$ cat config.mk
export PLATFORM = sky130hd
export DESIGN_NAME = loan_uart
export DESIGN_NICKNAME = d
export VERILOG_FILES = /design/src/rtl/loan_uart_pkg.sv /design/src/rtl/uart_rx_core.sv /design/src/rtl/loan_uart.sv
export SDC_FILE = /design/constraint.sdc
export NUM_CORES = 1
export LEC_CHECK = 0
export ABC_AREA = 1
export CAP_MARGIN = 20
export CORE_MARGIN = 1
export CORE_UTILIZATION = 44
export DETAILED_ROUTE_END_ITERATION = 8
export GPL_ROUTABILITY_DRIVEN = 0
export PLACE_DENSITY_LB_ADDON = 0.08
export SLEW_MARGIN = 15
export SYNTH_ARGS = -nofsm -noshare
export SYNTH_HDL_FRONTEND = slang
export SYNTH_SLANG_ARGS = --single-unit
export TNS_END_PERCENT = 50
$ cat constraint.sdc
create_clock -name clk -period 1.7 [get_ports clk]
set_input_delay 0.17 -clock clk [delete_from_list [all_inputs] [get_ports clk]]
set_output_delay 0.17 -clock clk [all_outputs]
set_load 0.02 [all_outputs]
$ cat src/rtl/loan_uart_pkg.sv
// loan_uart shared constants: loan-I/O pin map and UART FSM states.
// Build option LOAN_UART_PARITY_EN adds an even-parity bit to each frame.
package loan_uart_pkg;

  localparam int LOAN_W     = 67;
  localparam int LOANIO_RXD = 49;
  localparam int LOANIO_TXD = 50;
  localparam int LOANIO_LED = 53;
  localparam int LOANIO_KEY = 54;

  typedef enum logic [2:0] {
    TX_IDLE,
    TX_START,
    TX_DATA,
    TX_PARITY,
    TX_STOP
  } tx_state_e;

  typedef enum logic [2:0] {
    RX_IDLE,
    RX_START,
    RX_DATA,
    RX_PARITY,
    RX_STOP,
    RX_WAIT_HIGH
  } rx_state_e;

endpackage

$ cat src/rtl/uart_rx_core.sv
// UART receiver: RXD synchronizer, mid-bit sampling FSM, byte/error strobes.
// LOAN_UART_PARITY_EN enables the even-parity check before the stop bit.
module uart_rx_core
  import loan_uart_pkg::*;
#(
  parameter int CLKS_PER_BIT = 434
) (
  input  logic       clk,
  input  logic       reset_n,
  input  logic       rxd_pin,
  output logic       byte_stb,
  output logic       err_stb,
  output logic [7:0] data
);

  localparam int CW = $clog2(CLKS_PER_BIT);
  localparam logic [CW-1:0] BIT_END  = CW'(CLKS_PER_BIT - 1);
  localparam logic [CW-1:0] HALF_END = CW'(CLKS_PER_BIT / 2 - 1);

  logic [1:0]    sync;
  logic          rxd;
  rx_state_e     state, state_n;
  logic [CW-1:0] cnt, cnt_n;
  logic [2:0]    bit_idx, bit_n;
  logic [7:0]    sh, sh_n;
  logic          par_ok, par_ok_n;

  assign rxd  = sync[1];
  assign data = sh;

  always_ff @(posedge clk or negedge reset_n) begin
    if (!reset_n) begin
      sync    <= 2'b11;
      state   <= RX_IDLE;
      cnt     <= '0;
      bit_idx <= '0;
      sh      <= '0;
      par_ok  <= 1'b1;
    end else begin
      sync    <= {sync[0], rxd_pin};
      state   <= state_n;
      cnt     <= cnt_n;
      bit_idx <= bit_n;
      sh      <= sh_n;
      par_ok  <= par_ok_n;
    end
  end

  always_comb begin
    state_n  = state;
    cnt_n    = cnt + CW'(1);
    bit_n    = bit_idx;
    sh_n     = sh;
    par_ok_n = par_ok;
    byte_stb = 1'b0;
    err_stb  = 1'b0;
    unique case (state)
      RX_IDLE: begin
        cnt_n    = '0;
        par_ok_n = 1'b1;
        if (!rxd) state_n = RX_START;
      end
      // a start bit that is high again at mid-bit was only a glitch
      RX_START: if (cnt == HALF_END) begin
        cnt_n   = '0;
        bit_n   = '0;
        state_n = rxd ? RX_IDLE : RX_DATA;
      end
      RX_DATA: if (cnt == BIT_END) begin
        cnt_n = '0;
        sh_n  = {rxd, sh[7:1]};
        bit_n = bit_idx + 3'd1;
        if (bit_idx == 3'd7) begin
`ifdef LOAN_UART_PARITY_EN
          state_n = RX_PARITY;
`else
          state_n = RX_STOP;
`endif
        end
      end
      RX_PARITY: if (cnt == BIT_END) begin
        cnt_n    = '0;
        par_ok_n = ~(^sh ^ rxd);
        state_n  = RX_STOP;
      end
      RX_STOP: if (cnt == BIT_END) begin
        cnt_n = '0;
        if (rxd && par_ok) begin
          byte_stb = 1'b1;
          state_n  = RX_IDLE;
        end else begin
          err_stb = 1'b1;
          state_n = rxd ? RX_IDLE : RX_WAIT_HIGH;
        end
      end
      RX_WAIT_HIGH: begin
        cnt_n = '0;
        if (rxd) state_n = RX_IDLE;
      end
      default: state_n = RX_IDLE;
    endcase
  end

endmodule

$ cat src/rtl/loan_uart.sv
// HPS loan-I/O UART: TX FSM, RX holding register, activity LED, pin map.
// Define LOAN_UART_PARITY_EN for 8E1 framing; default is 8N1.
module loan_uart
  import loan_uart_pkg::*;
#(
  parameter int CLKS_PER_BIT = 434,
  parameter int LED_HOLD     = 2500000
) (
  input  logic              clk,
  input  logic              reset_n,
  input  logic [LOAN_W-1:0] loan_io_in,
  output logic [LOAN_W-1:0] loan_io_out,
  output logic [LOAN_W-1:0] loan_io_oe,
  input  logic [7:0]        tx_data,
  input  logic              tx_valid,
  output logic              tx_ready,
  output logic [7:0]        rx_data,
  output logic              rx_valid,
  input  logic              rx_ready,
  output logic              rx_overrun,
  output logic              rx_frame_err,
  output logic              key_n
);

  localparam int CW = $clog2(CLKS_PER_BIT);
  localparam int LW = $clog2(LED_HOLD + 1);
  localparam logic [CW-1:0] BIT_END = CW'(CLKS_PER_BIT - 1);

  tx_state_e     tx_state, tx_state_n;
  logic [CW-1:0] tx_cnt, tx_cnt_n;
  logic [2:0]    tx_bit, tx_bit_n;
  logic [7:0]    tx_sh, tx_sh_n;
  logic          tx_par, tx_par_n;
  logic          txd;
  logic          rx_stb, rx_err;
  logic [7:0]    rx_byte;
  logic [1:0]    key_sync;
  logic [LW-1:0] led_cnt;
  logic          unused_in;

  assign tx_ready  = (tx_state == TX_IDLE);
  assign key_n     = key_sync[1];
  assign unused_in = ^{loan_io_in[LOAN_W-1:LOANIO_KEY+1],
                       loan_io_in[LOANIO_KEY-1:LOANIO_RXD+1],
                       loan_io_in[LOANIO_RXD-1:0]};

  always_ff @(posedge clk or negedge reset_n) begin
    if (!reset_n) begin
      tx_state <= TX_IDLE;
      tx_cnt   <= '0;
      tx_bit   <= '0;
      tx_sh    <= '0;
      tx_par   <= 1'b0;
    end else begin
      tx_state <= tx_state_n;
      tx_cnt   <= tx_cnt_n;
      tx_bit   <= tx_bit_n;
      tx_sh    <= tx_sh_n;
      tx_par   <= tx_par_n;
    end
  end

  always_comb begin
    tx_state_n = tx_state;
    tx_cnt_n   = (tx_cnt == BIT_END) ? '0 : tx_cnt + CW'(1);
    tx_bit_n   = tx_bit;
    tx_sh_n    = tx_sh;
    tx_par_n   = tx_par;
    txd        = 1'b1;
    unique case (tx_state)
      TX_IDLE: begin
        tx_cnt_n = '0;
        if (tx_valid) begin
          tx_state_n = TX_START;
          tx_sh_n    = tx_data;
          tx_par_n   = ^tx_data;
        end
      end
      TX_START: begin
        txd = 1'b0;
        if (tx_cnt == BIT_END) begin
          tx_state_n = TX_DATA;
          tx_bit_n   = '0;
        end
      end
      TX_DATA: begin
        txd = tx_sh[0];
        if (tx_cnt == BIT_END) begin
          tx_sh_n  = tx_sh >> 1;
          tx_bit_n = tx_bit + 3'd1;
          if (tx_bit == 3'd7) begin
`ifdef LOAN_UART_PARITY_EN
            tx_state_n = TX_PARITY;
`else
            tx_state_n = TX_STOP;
`endif
          end
        end
      end
      TX_PARITY: begin
        txd = tx_par;
        if (tx_cnt == BIT_END) tx_state_n = TX_STOP;
      end
      TX_STOP: if (tx_cnt == BIT_END) tx_state_n = TX_IDLE;
      default: tx_state_n = TX_IDLE;
    endcase
  end

  uart_rx_core #(
    .CLKS_PER_BIT(CLKS_PER_BIT)
  ) u_rx (
    .clk     (clk),
    .reset_n (reset_n),
    .rxd_pin (loan_io_in[LOANIO_RXD]),
    .byte_stb(rx_stb),
    .err_stb (rx_err),
    .data    (rx_byte)
  );

  // a same-cycle handshake frees the entry for the incoming byte
  always_ff @(posedge clk or negedge reset_n) begin
    if (!reset_n) begin
      rx_valid     <= 1'b0;
      rx_data      <= '0;
      rx_overrun   <= 1'b0;
      rx_frame_err <= 1'b0;
    end else begin
      rx_overrun   <= rx_stb && rx_valid && !rx_ready;
      rx_frame_err <= rx_err;
      if (rx_stb && (!rx_valid || rx_ready)) begin
        rx_data  <= rx_byte;
        rx_valid <= 1'b1;
      end else if (rx_valid && rx_ready) begin
        rx_valid <= 1'b0;
      end
    end
  end

  always_ff @(posedge clk or negedge reset_n) begin
    if (!reset_n) begin
      key_sync <= 2'b11;
      led_cnt  <= '0;
    end else begin
      key_sync <= {key_sync[0], loan_io_in[LOANIO_KEY]};
      if ((tx_valid && tx_ready) || rx_stb)
        led_cnt <= LW'(LED_HOLD);
      else if (led_cnt != '0)
        led_cnt <= led_cnt - LW'(1);
    end
  end

  always_comb begin
    loan_io_out             = '0;
    loan_io_out[LOANIO_TXD] = txd;
    loan_io_out[LOANIO_LED] = (led_cnt != '0);
    loan_io_oe              = '0;
    loan_io_oe[LOANIO_TXD]  = 1'b1;
    loan_io_oe[LOANIO_LED]  = 1'b1;
  end

endmodule

* Word level (Yosys, flattened, before mapping)
Index checks and enable logic that the tools add are counted. W data, S select, Z words.
Cells by class: reduce and logical (&&, ||, !) cells 31, equality and inequality tests 27, add/sub/neg operators 5, bitwise operators 2, multiplexer cells 44
Operators with widths (count):
- $mux W3 | 18
- $mux W22 | 2
- $mux W9 | 4
- $pmux W9 S3 | 1
- $reduce_bool A22 Y1 | 1
- $sub A22 B1 Y22 const B | 1
- $add A9 B1 Y9 const B | 2
- $eq A9 B9 Y1 const B | 2
- $pmux W3 S6 | 1
- $mux W8 | 2
- $pmux W8 S2 | 1
- $reduce_xor A8 Y1 | 2
- $eq A3 B3 Y1 const B | 5
- $pmux W3 S5 | 1
- $ne A2 B2 Y1 const B | 7
- $eq A3 B2 Y1 const B | 4
- $ne A2 B1 Y1 const B | 6
- $pmux W3 S2 | 2
- $reduce_bool A2 Y1 | 6
- $eq A9 B8 Y1 const B | 1
- $mux W1 | 9
- $reduce_and A3 Y1 | 3
- $reduce_and A7 Y1 | 1
- $add A3 B1 Y3 const B | 2
- other kinds (14) | 25
Storage, ports and cells: input bits 79, register bits 85, output and inout bits 147, logic and storage cells 126

* Longest topological paths before layout
depth in word-level cells 6, mapped depth 11, gate-level depth less buffers 11

* Modules after synthesis
Synthesis repeated with hierarchy kept, for this count alone.
Second synthesis, totals: cell total of the unflattened synthesis 712, area total of the unflattened synthesis 5591.6 um^2
By module, submodules not included:
- loan_uart | instances 1, cells each 524, area an instance 4131.5 um^2, seq. area each 1478.9 um^2
- uart_rx_core | instances 1, cells each 188, area an instance 1460.2 um^2, seq. area each 654.4 um^2

* Least setup slack after synthesis
OpenSTA, ideal clock, no wires.
path type flip-flop to flip-flop, start point register led_cnt[0], end point register led_cnt[13], arrival time 1385 ps, data required time 1579 ps, stages on the path, launching flop included 10, setup slack 194 ps, period minus slack after synthesis 1506 ps, setup time 121 ps, buffers on the path 1, cell sequence dfrtp_1 > inv_1 > ha_1 > nand2_2 > nor2_4 > nand3_1 > buf_6 > nand2_1 > or2_1 > nand2_1
Between the ends: elaborated cells between the ends (all ways) 5, those cells by class 1 x add/sub; 2 x mux; 2 x reduce/logical
RTL lines:
- from (decl) | RTL line loan_uart.sv:38 | logic [LW-1:0] led_cnt;
- from (signal assigned) | RTL line loan_uart.sv:146 | led_cnt <= LW'(LED_HOLD);
- from (signal assigned) | RTL line loan_uart.sv:148 | led_cnt <= led_cnt - LW'(1);
- $reduce_bool A22 Y1
- net loan_io_out[53] | RTL line loan_uart.sv:12 | output logic [LOAN_W-1:0] loan_io_out,
- $reduce_bool A2 Y1 (no source line)
The timed path passes the listed nets, and every way through them passes these cells. The select of a mux whose other input is x is not followed. A chain may end at the register's enable or synchronous reset.

* Final worst setup path
start point register key_sync[1], end point output port key_n
RTL lines:
- from (decl) | RTL line loan_uart.sv:37 | logic [1:0] key_sync;
- from (signal assigned) | RTL line loan_uart.sv:144 | key_sync <= {key_sync[0], loan_io_in[LOANIO_KEY]};
- to (decl) | RTL line loan_uart.sv:22 | output logic key_n
No word-level cell between the ends.

==> impl_results.md <==
* Final Max Slew Viols at 0
* CP bufs+invs at 1
* Die span in x at around 120 um
* Clk sinks at between 80 and 90
* Clock Tree Root: clkbuf_16
* Most frequent cells in the layout: 143 x nand2_1, 132 x conb_1, 80 x dfrtp_1, 66 x nor2_1, 58 x inv_1
* Gr ovfl total at 0
* Total chip power at ~6.5 mW
* Hold Path Class: primary input to register
* Worst R2R Path Depth at 8
* Reg2Reg Setup Slack at between 0.1 and 0.15 ns
* Layout cells sized above 1 at approximately 16%
* CP endpoint kind: output port
* YS warnings at 0
* Post-CTS Setup Bufs at 0
* DRC at 0
* CP max FO at 1
* Vias per std cell at around 4.3
* Port bufs at 28
* CP max stage cell: clkdlybuf4s50_1
* Critical Path AT at roughly 1.5 ns
* RSZ-0062 raised after global routing: yes
* WL/cell at around 10 um
* Clock Path Buffers at 2
* Worst r2r src: led_cnt[20]
* Worst Hold Path EP: u_rx.sync[0]
* Seq/Total Area, Yosys at 37.86%
* Total wire length at 9885 um
* Post-synthesis cell count at between 700 and 800
* Die height at between 100 and 150 um
* Max Cap Viol at 0
* Tmin final at 1.629 ns
* Final setup TNS at 0 ns
* Post-Syn Area at approximately 0.0056 mm2
* Critical Path Max Stage Delay at 0.60 ns
* Pwr per Cell Area at 1048 mW/mm2
* Tcrit/Tclk final at 95.81%
* VDD IR max at about 840 uV
* Ant diodes at 0
* Layout Utilization at between 50% and 60%
* Initial drt markers at about 100
* Core ar. at ~0.012 mm2
* Largest net degree at the start of global routing at 38
* Global-route wire length before repair at between 15000 and 20000 um
* Total Nets Final at around 860
* Full die area at around 0.013 mm2
* Most common cell after layout, fill and taps aside: nand2_1
* Worst Skew at around 0.0077 ns
* Leakage at between 3 and 4 nW
* Worst reg2reg endpoint: led_cnt[0]
* Post-DP HPWL at 7324 um
* Startpoint types: register
* I/O pin total at ~230
* FP Rows at 40
* Min Hold Slack at 0.2239 ns
* Initial antenna violation count at 0
* Distinct cell type count after synthesis at 39
* Crit Path Category: register to output port
* DR vias at 4035
* Min-delay src: loan_io_in[49]
* Fin. Hold Viols at 0
* Area growth, synth to finish at 9.747%
* Flop and latch count out of synthesis at 85
* Worst skew pair latency at 0.35 ns
* CTS buffer count at 9
* Gr usage total at 16.07%
* Routed Antenna Nets at 0
* Final std cells w/o fill at between 900 and 1000
* Mean area per synthesized cell at ~8.0 um2
* DR pass1 iterations at 4
* Initial Utilization at a little under half
* F_max at approximately 600 MHz
* Count of final setup violators at 0
* Dpl cells at a little over 900
* Worst-path clk slew at about 0.06 ns
* Vias in the first global route at between 3000 and 4000
* H-Tree Depth at 3
* Status: finished, final reports clean
* CP delay by family, top: buffers and inverters
* Hold path depth at 1
* TritonCTS clock tree: done
* Critical path, cell by cell: clkdlybuf4s50_1
* CP Data Required Time at ~1.5 ns
## repair_timing
action | CTS | global route
endpoints found under the setup margin | 3 | 32
gates resized for setup | 10 | 22
hold buffers | 1 | 0
pin swaps | 0 | 2
hold endpoints to repair | 31 | 0
cloned | 0 | 2
## through the flow
step / instance area [um2] / worst slack (ns)
2_1_floorplan: 6123 / 0.1938
3_3_place_gp: 5798 / 0.02705
3_5_place_dp: 5798 / 0.02500
4_1_cts: 6113 / 0.01102
5_1_grt: 6185 / -0.007364
6_report: 6185 / 0.07116
## routing by layer
metal / part of all wire [%] / vias to the layer above / global-route usage (%)
met5: 0 / - / 0
met4: 1.2 / 0 / 5.108
met3: 3.7 / 12 / 4.850
met2: 47 / 111 / 26.18
met1: 48 / 1834 / 20.46
li1: - / 2078 / -
## sequential cells by signal, indices dropped and copies added (netlist names), 2 cells and up
| name | cells |
|---|---|
| led_cnt | 22 |
| tx_sh | 8 |
| u_rx.bit_idx | 3 |
| tx_cnt | 9 |
| u_rx.state | 3 |
| u_rx.data | 8 |
| rx_data | 8 |
| u_rx.sync | 2 |
| tx_bit | 3 |
| key_sync | 2 |
| tx_state | 3 |
| u_rx.cnt | 9 |
## Yosys cell counts, drive strengths merged
cell | n | share of area, %
buf | 141 | 19
or2 | 3 | 0.33
nor3 | 14 | 1.5
nand3 | 33 | 3.2
a21oi | 14 | 1.2
nor4 | 2 | 0.22
nand3b | 2 | 0.27
o211ai | 1 | 0.13
a211oi | 1 | 0.13
o21bai | 1 | 0.13
xor2 | 11 | 1.7
nand4 | 11 | 1.5
ha | 10 | 2.2
xnor2 | 12 | 1.9
mux2i | 1 | 0.18
inv | 76 | 5.2
dfrtp | 80 | 36
dfstp | 5 | 2.3
o21a | 1 | 0.13
nand2 | 152 | 11
nor2 | 89 | 7.7
and2 | 1 | 0.11
conb | 2 | 0.13
o21ai | 45 | 4.5
## final cells by class
class	count	area [um2]
clock buffer	12	246.5
clock inverter	4	56.30
fill	1222	6077
inverter	76	290.3
multi-input combinational	538	2706
sequential	85	2133
tap	168	210.2
timing repair buffer	59	541.8
## report_power, final
part,internal [mW],switching [mW]
registers,2.29,0.198
logic,0.670,1.30
clock network,1.19,0.825
## cell families after synthesis
kind of cell,synth area share [%]
AOI/OAI and AO/OA,6.306
xor gates and xnor gates,3.575
DFF,37.86
and+or+nand+nor,25.49
buffers and inverters,24.25
other,0.1333
adders and majority gates,2.220
muxes,0.1776
## how the worst max path moves through the flow
| stage | slack (ns) | endpoint | startpoint | depth (start not counted) |
|---|---|---|---|---|
| CTS | 0.01 | loan_io_out[50] | tx_state[1] | 7 |
| global route | -0.007 | u_rx.state[2] | u_rx.cnt[0] | 12 |
| global placement | 0.03 | loan_io_out[53] | led_cnt[14] | 5 |
| detailed placement | 0.03 | loan_io_out[53] | led_cnt[14] | 5 |
| floorplan | 0.19 | led_cnt[13] | led_cnt[0] | 9 |
| finish | 0.07 | key_n | key_sync[1] | 1 |
Note: power is estimated with default switching activity, not from simulation.
==> patch (config.mk and constraints unchanged) <==
Put one more register stage on the output `rx_overrun`. The value now appears one clock later. The other outputs are not delayed to match.
--- a/src/rtl/loan_uart.sv
+++ b/src/rtl/loan_uart.sv
@@ -25,6 +25,8 @@
   localparam int CW = $clog2(CLKS_PER_BIT);
   localparam int LW = $clog2(LED_HOLD + 1);
   localparam logic [CW-1:0] BIT_END = CW'(CLKS_PER_BIT - 1);
+
+  logic rx_overrun_s0;
 
   tx_state_e     tx_state, tx_state_n;
   logic [CW-1:0] tx_cnt, tx_cnt_n;
@@ -122,10 +124,10 @@
     if (!reset_n) begin
       rx_valid     <= 1'b0;
       rx_data      <= '0;
-      rx_overrun   <= 1'b0;
+      rx_overrun_s0 <= 1'b0;
       rx_frame_err <= 1'b0;
     end else begin
-      rx_overrun   <= rx_stb && rx_valid && !rx_ready;
+      rx_overrun_s0 <= rx_stb && rx_valid && !rx_ready;
       rx_frame_err <= rx_err;
       if (rx_stb && (!rx_valid || rx_ready)) begin
         rx_data  <= rx_byte;
@@ -158,5 +160,9 @@
     loan_io_oe[LOANIO_LED]  = 1'b1;
   end
 
+  always_ff @(posedge clk) begin
+    rx_overrun <= rx_overrun_s0;
+  end
+
 endmodule
 
Behaviour: same outputs for any inputs over 10 cycles, from zero or initial values and one cycle with reset_n low; that may be too few to reach the edited logic, so the function may still have changed.
==> patch against the original RTL <==
First-iteration DRC count is 44% higher; largest power group unchanged; final area increased by 1.3%; synthesized area increased by 0.36%; combinational power is essentially flat; worst setup slack worse by 10 ps; power is 4.7% higher; utilization is 0.60 points lower; sequential cell count rose by 1; wire length rose by 0.27%.
==> patch: results <==
[status]
status = complete, no violations

[placement]
hpwl_mm = 7.422
dp.cells = 929
io_buffer_count = 28

[yosys]
postSynth.asyncResetShare = 0.9884
ys.warnings.count = 0
ys_types = 40
seq_area_frac_synth = 0.3808
syn_avg_cell_area_um2 = 7.977
netlist_top_cells_area = dfrtp_1, buf_4, nand2_1, nor2_1, inv_1

[power]
ir_drop_mv = 0.9194
leakage_nw = 3.184

[timing]
skew_ps = 7.488
hold_ws_ps = 223.9

[worst_setup_path]
critical_path.top_delay_family = flip-flops
crit_end = loan_io_out[53]
timing.reg2reg.setup_slack_ps = 130
slowest_stage = dfrtp_1
cp_slowest_stage_delay_ps = 370
critical_path.startpoint = led_cnt[0]$_DFFE_PN0P_
worstRegToRegCells = 10

[cts]
cts_resized = 9
clk_latency_ps = 350
clk_pin_slew_worst_paths_ps = 60
clockBufferDepth = 2

[cells_and_area]
fillers = 1241
drive_gt1_frac = 0.1585
instances_no_fill = 948
nets = 860

[global_route]
grt_first_pass_wirelength_mm = 16.87
grt_max_degree = 35
grt_use_total = 0.1627
grt_pass1_vias = 3736

[detailed_routing]
drtIter0Drc = 147
dr_total_vias = 4114
routed_wl_mm = 9.912
## patch: report_power, final
group / total (W) / internal [W] / switching (W)
clock network: 0.00230 / 0.00148 / 0.000826
registers: 0.00251 / 0.00232 / 0.000191
logic: 0.00197 / 0.000678 / 0.00129
## patch: layout make-up
class                           instances  area, um^2  area share
Clock buffer                           11       242.7     0.03875
Inverter                               76       292.8     0.04674
Timing Repair Buffer                   62       574.3     0.09169
Multi-Input combinational cell        536        2679      0.4277
Tap cell                              172       215.2     0.03436
Clock inverter                          5       106.4     0.01698
Sequential cell                        86        2153      0.3438
## patch: cells by family (layout without fill, tap and decap cells)
logic type                 Yosys count  after routing  share of synthesized area
adders and majority gates           10             10                    0.02212
xor gates and xnor gates            23             23                    0.03562
buffers and inverters              217            154                     0.2416
DFF                                 86             86                     0.3808
other                                2            132                   0.001328
and+or+nand+nor                    307            307                     0.2540
muxes                                1              1                   0.001770
AOI/OAI and AO/OA                   63             63                    0.06284
## patch: metal layers
metal  vias to the layer above  GRT usage  wire length [um]  share of wire
met5                         -          0                 0              0
met4                         0    0.05974               148          0.015
met3                        11    0.04428               387          0.039
met2                       101     0.2687              4752           0.48
met1                      1927     0.2036              4624           0.47
li1                       2075          -                 -              -
## patch: metrics by stage
| stage | power [W] | setup slack, ps | utilization | TNS, ps | area (um^2) |
|---|---|---|---|---|---|
| finish | 0.006783 | 60.96 | 0.4984 | 0 | 6264 |
| global route | 0.007241 | -43.10 | 0.4984 | -103.8 | 6264 |
| CTS | 0.006817 | 20.74 | 0.4916 | 0 | 6178 |
| detailed placement | 0.004516 | 28.72 | 0.4639 | 0 | 5831 |
| global placement | 0.004482 | 29.87 | 0.4639 | 0 | 5831 |
| floorplan | 0.004219 | 193.8 | - | 0 | 6143 |
